[src/rtl/voq_pkg.sv]
// Shared types for the per-input virtual output queues and the VOQ picker.
package voq_pkg;
  localparam int NUM_VOQ = 4;
  typedef logic [1:0] voq_id_t;
  typedef logic [3:0] voq_mask_t;
endpackage

[src/rtl/voq_ptr.sv]
// Pointer/occupancy bookkeeping for one VOQ. The caller only asserts push when
// not full and pop when not empty, so this block never over- or under-flows.
module voq_ptr #(
  parameter int DEPTH = 8,
  localparam int PTR_W = $clog2(DEPTH)
) (
  input  logic             clk,
  input  logic             reset,
  input  logic             push_i,
  input  logic             pop_i,
  output logic [PTR_W-1:0] wr_ptr_o,
  output logic [PTR_W-1:0] rd_ptr_o,
  output logic             empty_o,
  output logic             full_o
);
  localparam logic [PTR_W:0] CNT_ONE  = (PTR_W+1)'(1);
  localparam logic [PTR_W:0] CNT_FULL = (PTR_W+1)'(DEPTH);

  logic [PTR_W-1:0] wr_ptr_q, wr_ptr_d;
  logic [PTR_W-1:0] rd_ptr_q, rd_ptr_d;
  logic [PTR_W:0]   count_q, count_d;
  logic             empty_q, full_q;

  always_comb begin
    wr_ptr_d = wr_ptr_q;
    rd_ptr_d = rd_ptr_q;
    count_d  = count_q;
    if (push_i) wr_ptr_d = wr_ptr_q + PTR_W'(1);
    if (pop_i)  rd_ptr_d = rd_ptr_q + PTR_W'(1);
    case ({push_i, pop_i})
      2'b10:   count_d = count_q + CNT_ONE;
      2'b01:   count_d = count_q - CNT_ONE;
      default: count_d = count_q;
    endcase
  end

  // Flags are registered from the post-update count so they describe the
  // queue as it stands at the start of the next cycle.
  always_ff @(posedge clk or posedge reset) begin
    if (reset) begin
      wr_ptr_q <= '0;
      rd_ptr_q <= '0;
      count_q  <= '0;
      empty_q  <= 1'b1;
      full_q   <= 1'b0;
    end else begin
      wr_ptr_q <= wr_ptr_d;
      rd_ptr_q <= rd_ptr_d;
      count_q  <= count_d;
      empty_q  <= (count_d == '0);
      full_q   <= (count_d == CNT_FULL);
    end
  end

  assign wr_ptr_o = wr_ptr_q;
  assign rd_ptr_o = rd_ptr_q;
  assign empty_o  = empty_q;
  assign full_o   = full_q;
endmodule

[src/rtl/voq_writer.sv]
// Enqueue side of the per-input VOQs: shared descriptor array split into four
// circular queues, accept/drop decision, registered head read and drop counter.
module voq_writer
  import voq_pkg::*;
#(
  parameter int DATA_W = 32,
  parameter int DEPTH  = 8,
  parameter int CNT_W  = 16
) (
  input  logic              clk,
  input  logic              reset,
  input  logic              enq_valid,
  input  voq_id_t           enq_dest,
  input  logic [DATA_W-1:0] enq_data,
  input  logic              deq_en,
  input  voq_id_t           deq_sel,
  output logic              deq_valid,
  output logic [DATA_W-1:0] deq_data,
  output voq_mask_t         voq_empty,
  output voq_mask_t         voq_full,
  output logic [CNT_W-1:0]  drop_cnt
);
  localparam int PTR_W  = $clog2(DEPTH);
  localparam int ADDR_W = $bits(voq_id_t) + PTR_W;

  logic [PTR_W-1:0]  wr_ptr [NUM_VOQ];
  logic [PTR_W-1:0]  rd_ptr [NUM_VOQ];
  voq_mask_t         push, pop, empty_vec, full_vec;
  logic              enq_accept, enq_drop, deq_accept;
  logic [ADDR_W-1:0] wr_addr, rd_addr;

  logic [DATA_W-1:0] mem_q [NUM_VOQ*DEPTH];
  logic              deq_valid_q;
  logic [DATA_W-1:0] deq_data_q;
  logic [CNT_W-1:0]  drop_cnt_q, drop_cnt_d;

  // Decisions use the registered flags, i.e. occupancy at the start of the cycle.
  assign enq_accept = enq_valid && !full_vec[enq_dest];
  assign enq_drop   = enq_valid &&  full_vec[enq_dest];
  assign deq_accept = deq_en    && !empty_vec[deq_sel];

  generate
    for (genvar gi = 0; gi < NUM_VOQ; gi++) begin : g_voq
      assign push[gi] = enq_accept && (enq_dest == voq_id_t'(gi));
      assign pop[gi]  = deq_accept && (deq_sel  == voq_id_t'(gi));

      voq_ptr #(.DEPTH(DEPTH)) u_ptr (
        .clk      (clk),
        .reset    (reset),
        .push_i   (push[gi]),
        .pop_i    (pop[gi]),
        .wr_ptr_o (wr_ptr[gi]),
        .rd_ptr_o (rd_ptr[gi]),
        .empty_o  (empty_vec[gi]),
        .full_o   (full_vec[gi])
      );
    end
  endgenerate

  assign wr_addr = {enq_dest, wr_ptr[enq_dest]};
  assign rd_addr = {deq_sel,  rd_ptr[deq_sel]};

  always_ff @(posedge clk) begin
    if (enq_accept) mem_q[wr_addr] <= enq_data;
  end

  always_comb begin
    drop_cnt_d = drop_cnt_q;
    if (enq_drop && (drop_cnt_q != '1)) drop_cnt_d = drop_cnt_q + CNT_W'(1);
  end

  always_ff @(posedge clk or posedge reset) begin
    if (reset) begin
      deq_valid_q <= 1'b0;
      deq_data_q  <= '0;
      drop_cnt_q  <= '0;
    end else begin
      deq_valid_q <= deq_accept;
      if (deq_accept) deq_data_q <= mem_q[rd_addr];
      drop_cnt_q  <= drop_cnt_d;
    end
  end

  assign deq_valid = deq_valid_q;
  assign deq_data  = deq_data_q;
  assign voq_empty = empty_vec;
  assign voq_full  = full_vec;
  assign drop_cnt  = drop_cnt_q;
endmodule

[config.mk]
export PLATFORM = sky130hd
export DESIGN_NAME = voq_writer
export DESIGN_NICKNAME = d
export VERILOG_FILES = /design/src/rtl/voq_pkg.sv /design/src/rtl/voq_ptr.sv /design/src/rtl/voq_writer.sv
export SDC_FILE = /design/constraint.sdc
export NUM_CORES = 2
export LEC_CHECK = 0
export ABC_CLOCK_PERIOD_IN_PS = 3200
export CORE_MARGIN = 2
export CORE_UTILIZATION = 56
export DETAILED_ROUTE_END_ITERATION = 8
export GPL_ROUTABILITY_DRIVEN = 0
export GPL_TIMING_DRIVEN = 1
export HOLD_SLACK_MARGIN = 0.12
export PLACE_DENSITY_LB_ADDON = 0.08
export SLEW_MARGIN = 20
export SYNTH_ARGS = -nofsm -noshare
export SYNTH_HDL_FRONTEND = slang
export SYNTH_SLANG_ARGS = --single-unit
export TNS_END_PERCENT = 10
[constraint.sdc]
create_clock -name clk -period 3.2 [get_ports clk]
set_clock_uncertainty 0.15 [all_clocks]
set_input_delay 0.8 -clock clk [delete_from_list [all_inputs] [get_ports clk]]
set_output_delay 0.8 -clock clk [all_outputs]
set_load 0.02 [all_outputs]
# ---- Word level (Yosys, flattened, before mapping)
# Memory sizes are Yosys's and may differ from the RTL's. A register that Yosys moved wholly into a read port is not among the register bits.
# Index checks and enable logic that the tools add are counted.
dict set report classes {
  n_eq_ne 19
  bitwise 2
  reduce_logical 20
  n_mux 16
  n_lt_le_gt_ge 4
  n_addsub 17
}
# operator count
set op_table {}
lappend op_table {{4-bit one-hot mux with 2 select lines} 4}
lappend op_table {{3-bit by 1-bit adder with 3-bit output, second input constant} 8}
lappend op_table {{16-bit by 1-bit adder with 16-bit output, second input constant} 1}
lappend op_table {{4-bit by 1-bit adder with 4-bit output, second input constant} 4}
lappend op_table {{2-bit equality test, second input constant} 8}
lappend op_table {{4-bit equality test, second input constant} 4}
lappend op_table {{4-bit logical NOT} 4}
lappend op_table {{16-bit inequality test, second input constant} 1}
lappend op_table {{4-bit by 1-bit subtractor with 4-bit output, second input constant} 4}
lappend op_table {{3-bit binary-select mux with 2-bit select} 2}
lappend op_table {{2-bit by 1-bit equality test with 1-bit output, second input constant} 6}
lappend op_table {{1-bit logical AND} 12}
lappend op_table {{3-bit 2-to-1 mux} 4}
lappend op_table {{3-bit >= comparator, second input constant} 2}
lappend op_table {{2-bit by 3-bit less-than comparator with 1-bit output, second input constant} 2}
lappend op_table {{2-bit inverter with 3-bit output} 2}
lappend op_table {{1-bit binary-select mux with 2-bit select} 2}
lappend op_table {{2-bit logical NOT} 2}
lappend op_table {{1-bit 2-to-1 mux} 4}
lappend op_table {{1-bit logical NOT} 2}
dict set report totals {
  register_bits 65
  output_inout_bits 57
  wordCells 101
  ramBits 1024
  mem_count 1
  input_bits 40
}
# name words width read_ports rd_clocked_by_memory_dff write_ports line
set memory_table {}
lappend memory_table {mem_q 32 32 1 1 1 voq_writer.sv:32} ;# logic [DATA_W-1:0] mem_q [NUM_VOQ*DEPTH];

# ---- Longest topological paths before layout
dict set report logic_depth {
  word_depth 8
  ltp_mapped 13
  depth_no_buf 11
}

# ---- By module
# Synthesis repeated with hierarchy kept, for this count alone.
dict set report unflattened {
  cells_unflattened 2914
  hier_area_um2 45072.0
}
# mod seq_area_each_um2 area_per_inst_um2 instances cells_each
set by_module_without_submodules {}
lappend by_module_without_submodules {voq_writer 31975.7 42409.4 1 2694}
lappend by_module_without_submodules {voq_ptr 301.5 665.6 4 55}

# ---- Worst setup path after synthesis
# No wires, ideal clock.
dict set report synth_timing {
  path_type {input-to-reg}
  from {input enq_dest[0]}
  to {memory mem_q[28][0], enable pin}
  setup_time_ps 421
  arrival_time_ps 3537
  required_time_ps 2629
  path_stages 6
  path_buffers 1
  slack_ps -908
  cell_sequence {clkbuf_1 -> mux4_2 -> or2_2 -> inv_1 -> nand2_1 -> nor2_1}
}
dict set report synth_via {
  elab_chain_len 6
  word_cells_on_any_way 10
  classes_between {mux (7); bitwise (1); reduce/logical (2)}
}
# element line
set synth_lines {}
lappend synth_lines {{from (decl)} voq_writer.sv:13} ;# input voq_id_t enq_dest,
lappend synth_lines {{1-bit binary-select mux with 2-bit select} voq_writer.sv:38} ;# assign enq_accept = enq_valid && !full_vec[enq_dest];
lappend synth_lines {{1-bit 2-to-1 mux (implied by the code)} voq_writer.sv:38}
lappend synth_lines {{1-bit logical NOT} voq_writer.sv:38}
lappend synth_lines {{1-bit logical AND} voq_writer.sv:38}
lappend synth_lines {{1-bit 2-to-1 mux} voq_writer.sv:64} ;# if (enq_accept) mem_q[wr_addr] <= enq_data;
lappend synth_lines {{1-bit 2-to-1 mux (implied by the code)} voq_writer.sv:64}
lappend synth_lines {{to (decl)} voq_writer.sv:32}
# Several ways; a longest one is shown, not always the timed one. The select of a mux whose other input is x is not followed.

# ---- Final worst setup path
dict set report layout_timing {
  from {input deq_sel[0]}
  to {register deq_data_q[13] (netlist: deq_data[13]) (read register of mem_q)}
}
dict set report layout_via {
  elab_chain_len 4
  word_cells_on_any_way 8
  classes_between {mux (5); bitwise (1); reduce/logical (2)}
}
# element line
set layout_lines {}
lappend layout_lines {{from (decl)} voq_writer.sv:16} ;# input voq_id_t deq_sel,
lappend layout_lines {{2-bit inverter with 3-bit output (implied by the code) / 1-bit binary-select mux with 2-bit select (equally long branches)} {voq_writer.sv:61, voq_writer.sv:40}}
lappend layout_lines {{3-bit binary-select mux with 2-bit select / 1-bit 2-to-1 mux (equally long branches)} {voq_writer.sv:61, voq_writer.sv:40}}
lappend layout_lines {{3-bit 2-to-1 mux (implied by the code) / 1-bit logical NOT (equally long branches)} {voq_writer.sv:61, voq_writer.sv:40}}
lappend layout_lines {{3-bit 2-to-1 mux (implied by the code) / 1-bit logical AND (equally long branches)} {voq_writer.sv:61, voq_writer.sv:40}}
lappend layout_lines {{to (decl)} voq_writer.sv:34} ;# logic [DATA_W-1:0] deq_data_q;
# Several ways; a longest one is shown, not always the timed one. The select of a mux whose other input is x is not followed.
# A chain may end at the register's enable or synchronous reset.

==> impl_metrics.ini <==
[power_and_ir_drop]
pwr_density_cell_nw_per_um2 = 857
ir_drop_uv = 724
p_leak_nw = 18.6

[clocking]
ctsLongestPathBuffers = 3
cts_root_buffer = clkbuf_16
clk_latency_ns = 0.69
cts_tree = done
htree_levels = 3
clk_pin_slew_ns = 0.06
cts_buffers = 113
cts_hold_buf = 0
cts.sinks = 1121

[global_route]
first_global_vias = 28300
grt_pass1_wl_um = 188000
grt_max_degree = 55
overflow = 0
antenna_found_initial = 0
grt_usage = 0.316

[critical_path]
slowest_stage = mux4_4
startpoint_type = primary input
worstPathRequired_ns = 3.61
worstPathMaxFanout = 14
slowest_delay_ns = 0.83
critical_path_class = in2reg
crit_arrival_ns = 3.59
worst-path-buf-inv = 5
end_kind = flip-flop
critical-path-top-delay-family = buffers and inverters
worstPathCellList = clkdlybuf4s50_1 -> buf_12 -> mux4_4 -> buf_6 -> nor2_4 -> buf_12 -> a32oi_1 -> a32oi_1 -> buf_4 -> nand4_1

[final_layout]
nets = 3491
synthToLayoutAreaGrowth_pct = 21.4
design_area_um2 = 53700
num_antenna_cells = 0
drive_gt1_frac = 0.186

[floorplan]
num_io_pins = 97
fp.coreArea_um2 = 78600
initial_core_util = 0.563
die_h_um = 285
rows = 103
die_w_um = 285
dieArea_um2 = 81300

[synthesis]
yosysWarnings = 0
avgSynthCellArea_um2 = 14.5
synth_top_cell_area_share = 0.695
synthFlopType = edfxtp_1
syn-instance-count = 3055
synth_nets = 3112
yosys-top-cells-count = 1,024 x edfxtp_1, 558 x nand2_1, 179 x nor2_1, 163 x o21ai_0, 142 x mux2i_1
seq_area_frac_synth = 0.750
synthTopCellsByArea = edfxtp_1 69%, dfrtp_1 5.3%, nand2_1 4.7%
synth_edf_count = 1024
synth.most_common_cell = edfxtp_1
async_reset_ff_frac = 0.0865
ys_types = 52
mappedNetlistArea_um2 = 44300
synth-seq-cells = 1121
yosys.area.top_type = edfxtp_1

[detailed_routing]
routed_wl_um = 128000
wl_per_cell_um = 28.0
vias = 28900
drc_errors = 0
drt-pass1-iter-count = 8
route.antenna.remaining_nets = 0
drt_iter0_markers = 3773
vias_per_cell = 6.30

[sta]
slew_viol_final = 0
fin_crit_sh = 0.996
hold_slack_ns = 0.349
hold_viol = 0
worst_pin_slew_ns = 0.957
fmax_ghz = 0.314
setup_viol = 0
rsz0062_at_grt = yes
slew_headroom = 0.360
fin_crit_ns = 3.19

[job]
cap_violations = 0

[run_status]
status = finished, final reports clean

[placement]
place_area_um2 = 50000
dp_hpwl_um = 78100
portBuffers = 96

[min_path]
holdCritPathClass = reg2reg
==> flip-flops by register name, indices dropped and copies added (netlist names) <==
| register | count |
|---|---|
| deq_data | 32 |
| deq_valid | 1 |
| drop_cnt | 16 |
| g_voq.u_ptr.count_q | 16 |
| g_voq.u_ptr.empty_o | 4 |
| g_voq.u_ptr.full_o | 4 |
| g_voq.u_ptr.rd_ptr_o | 12 |
| g_voq.u_ptr.wr_ptr_o | 12 |
| mem_q | 1024 |
==> power by group <==
| group | internal (W) | switching, W |
|---|---|---|
| logic | 0.00601 | 0.00916 |
| clock network | 0.00745 | 0.00553 |
| registers | 0.0171 | 0.000818 |
| total | 0.0305 | 0.0155 |
==> metal layers <==
metal,share of wire,GRT usage,routed length (um)
met1,0.40,0.457,50700
met2,0.47,0.496,60200
met3,0.11,0.0531,13500
met4,0.028,0.100,3620
met5,0,0,0
==> placed cells by master (no fill, tap or decap), types with 20 or more instances in the layout <==
master	n
a32oi_1	65
clkinv_2	20
a31oi_1	129
buf_4	252
o21ai_0	162
clkdlybuf4s50_1	96
xnor2_1	38
dfrtp_1	93
nand2_1	557
mux2_2	67
buf_12	101
nor2_4	39
nor2_1	139
clkinv_1	30
nand3_1	132
o32ai_1	62
edfxtp_1	1024
nand4_1	67
mux2i_1	141
clkbuf_16	113
==> final timing paths <==
path                                       startpoint                    endpoint  slack [ns]  depth (start not counted)
setup / recovery                           deq_sel[0]                deq_data[13]        0.01                         10
hold / removal              g_voq[0].u_ptr.count_q[3]   g_voq[0].u_ptr.count_q[3]        0.35                          1
setup reg to reg           g_voq[0].u_ptr.rd_ptr_o[0]                deq_data[13]        0.40                          8
hold reg to reg             g_voq[0].u_ptr.count_q[3]   g_voq[0].u_ptr.count_q[3]        0.35                          1
max in group asynchronous                       reset      g_voq[2].u_ptr.empty_o        1.70                          3
min in group asynchronous                       reset  g_voq[2].u_ptr.rd_ptr_o[0]        0.44                          2
==> kinds of logic after synthesis <==
family | after synthesis | synth area share
multiplexers | 219 | 0.0535
buffers and inverters | 205 | 0.0196
XOR/XNOR | 49 | 0.00969
AO/OA/AOI/OAI | 446 | 0.0658
adder cells (fa/ha/maj) | 17 | 0.00480
flip-flops | 1121 | 0.750
AND/OR/NAND/NOR | 998 | 0.0970
==> final cells by class <==
type	count	area (um^2)
clock inverter	71	638
timing repair buffer	452	4910
sequential	1121	33200
multi-input combinational	1729	10600
fill	5329	24900
inverter	17	67.6
clock buffer	141	3030
tap	1050	1310
==> stage by stage <==
stage | power [W] | util | setup slack (ns) | instances | setup TNS (ns)
after floorplan | 0.0256 | - | -0.170 | 3055 | -80.22
after global placement | 0.0327 | 0.636 | -0.748 | 4366 | -364.95
after detailed placement | 0.0330 | 0.636 | -0.744 | 4366 | -356.63
after CTS | 0.0459 | 0.683 | 0.0425 | 4578 | 0
after global routing | 0.0477 | 0.684 | -0.0185 | 4581 | -0.0185
final | 0.0460 | 0.684 | 0.0123 | 4581 | 0
==> repair_timing <==
item / 4_1_cts / 5_1_grt
gates resized for setup: 1 / 5
pin swaps: 0 / 2
buffers inserted: 0 / 3
setup endpoints to repair: 1 / 6
(Power assumes the default switching activity.)
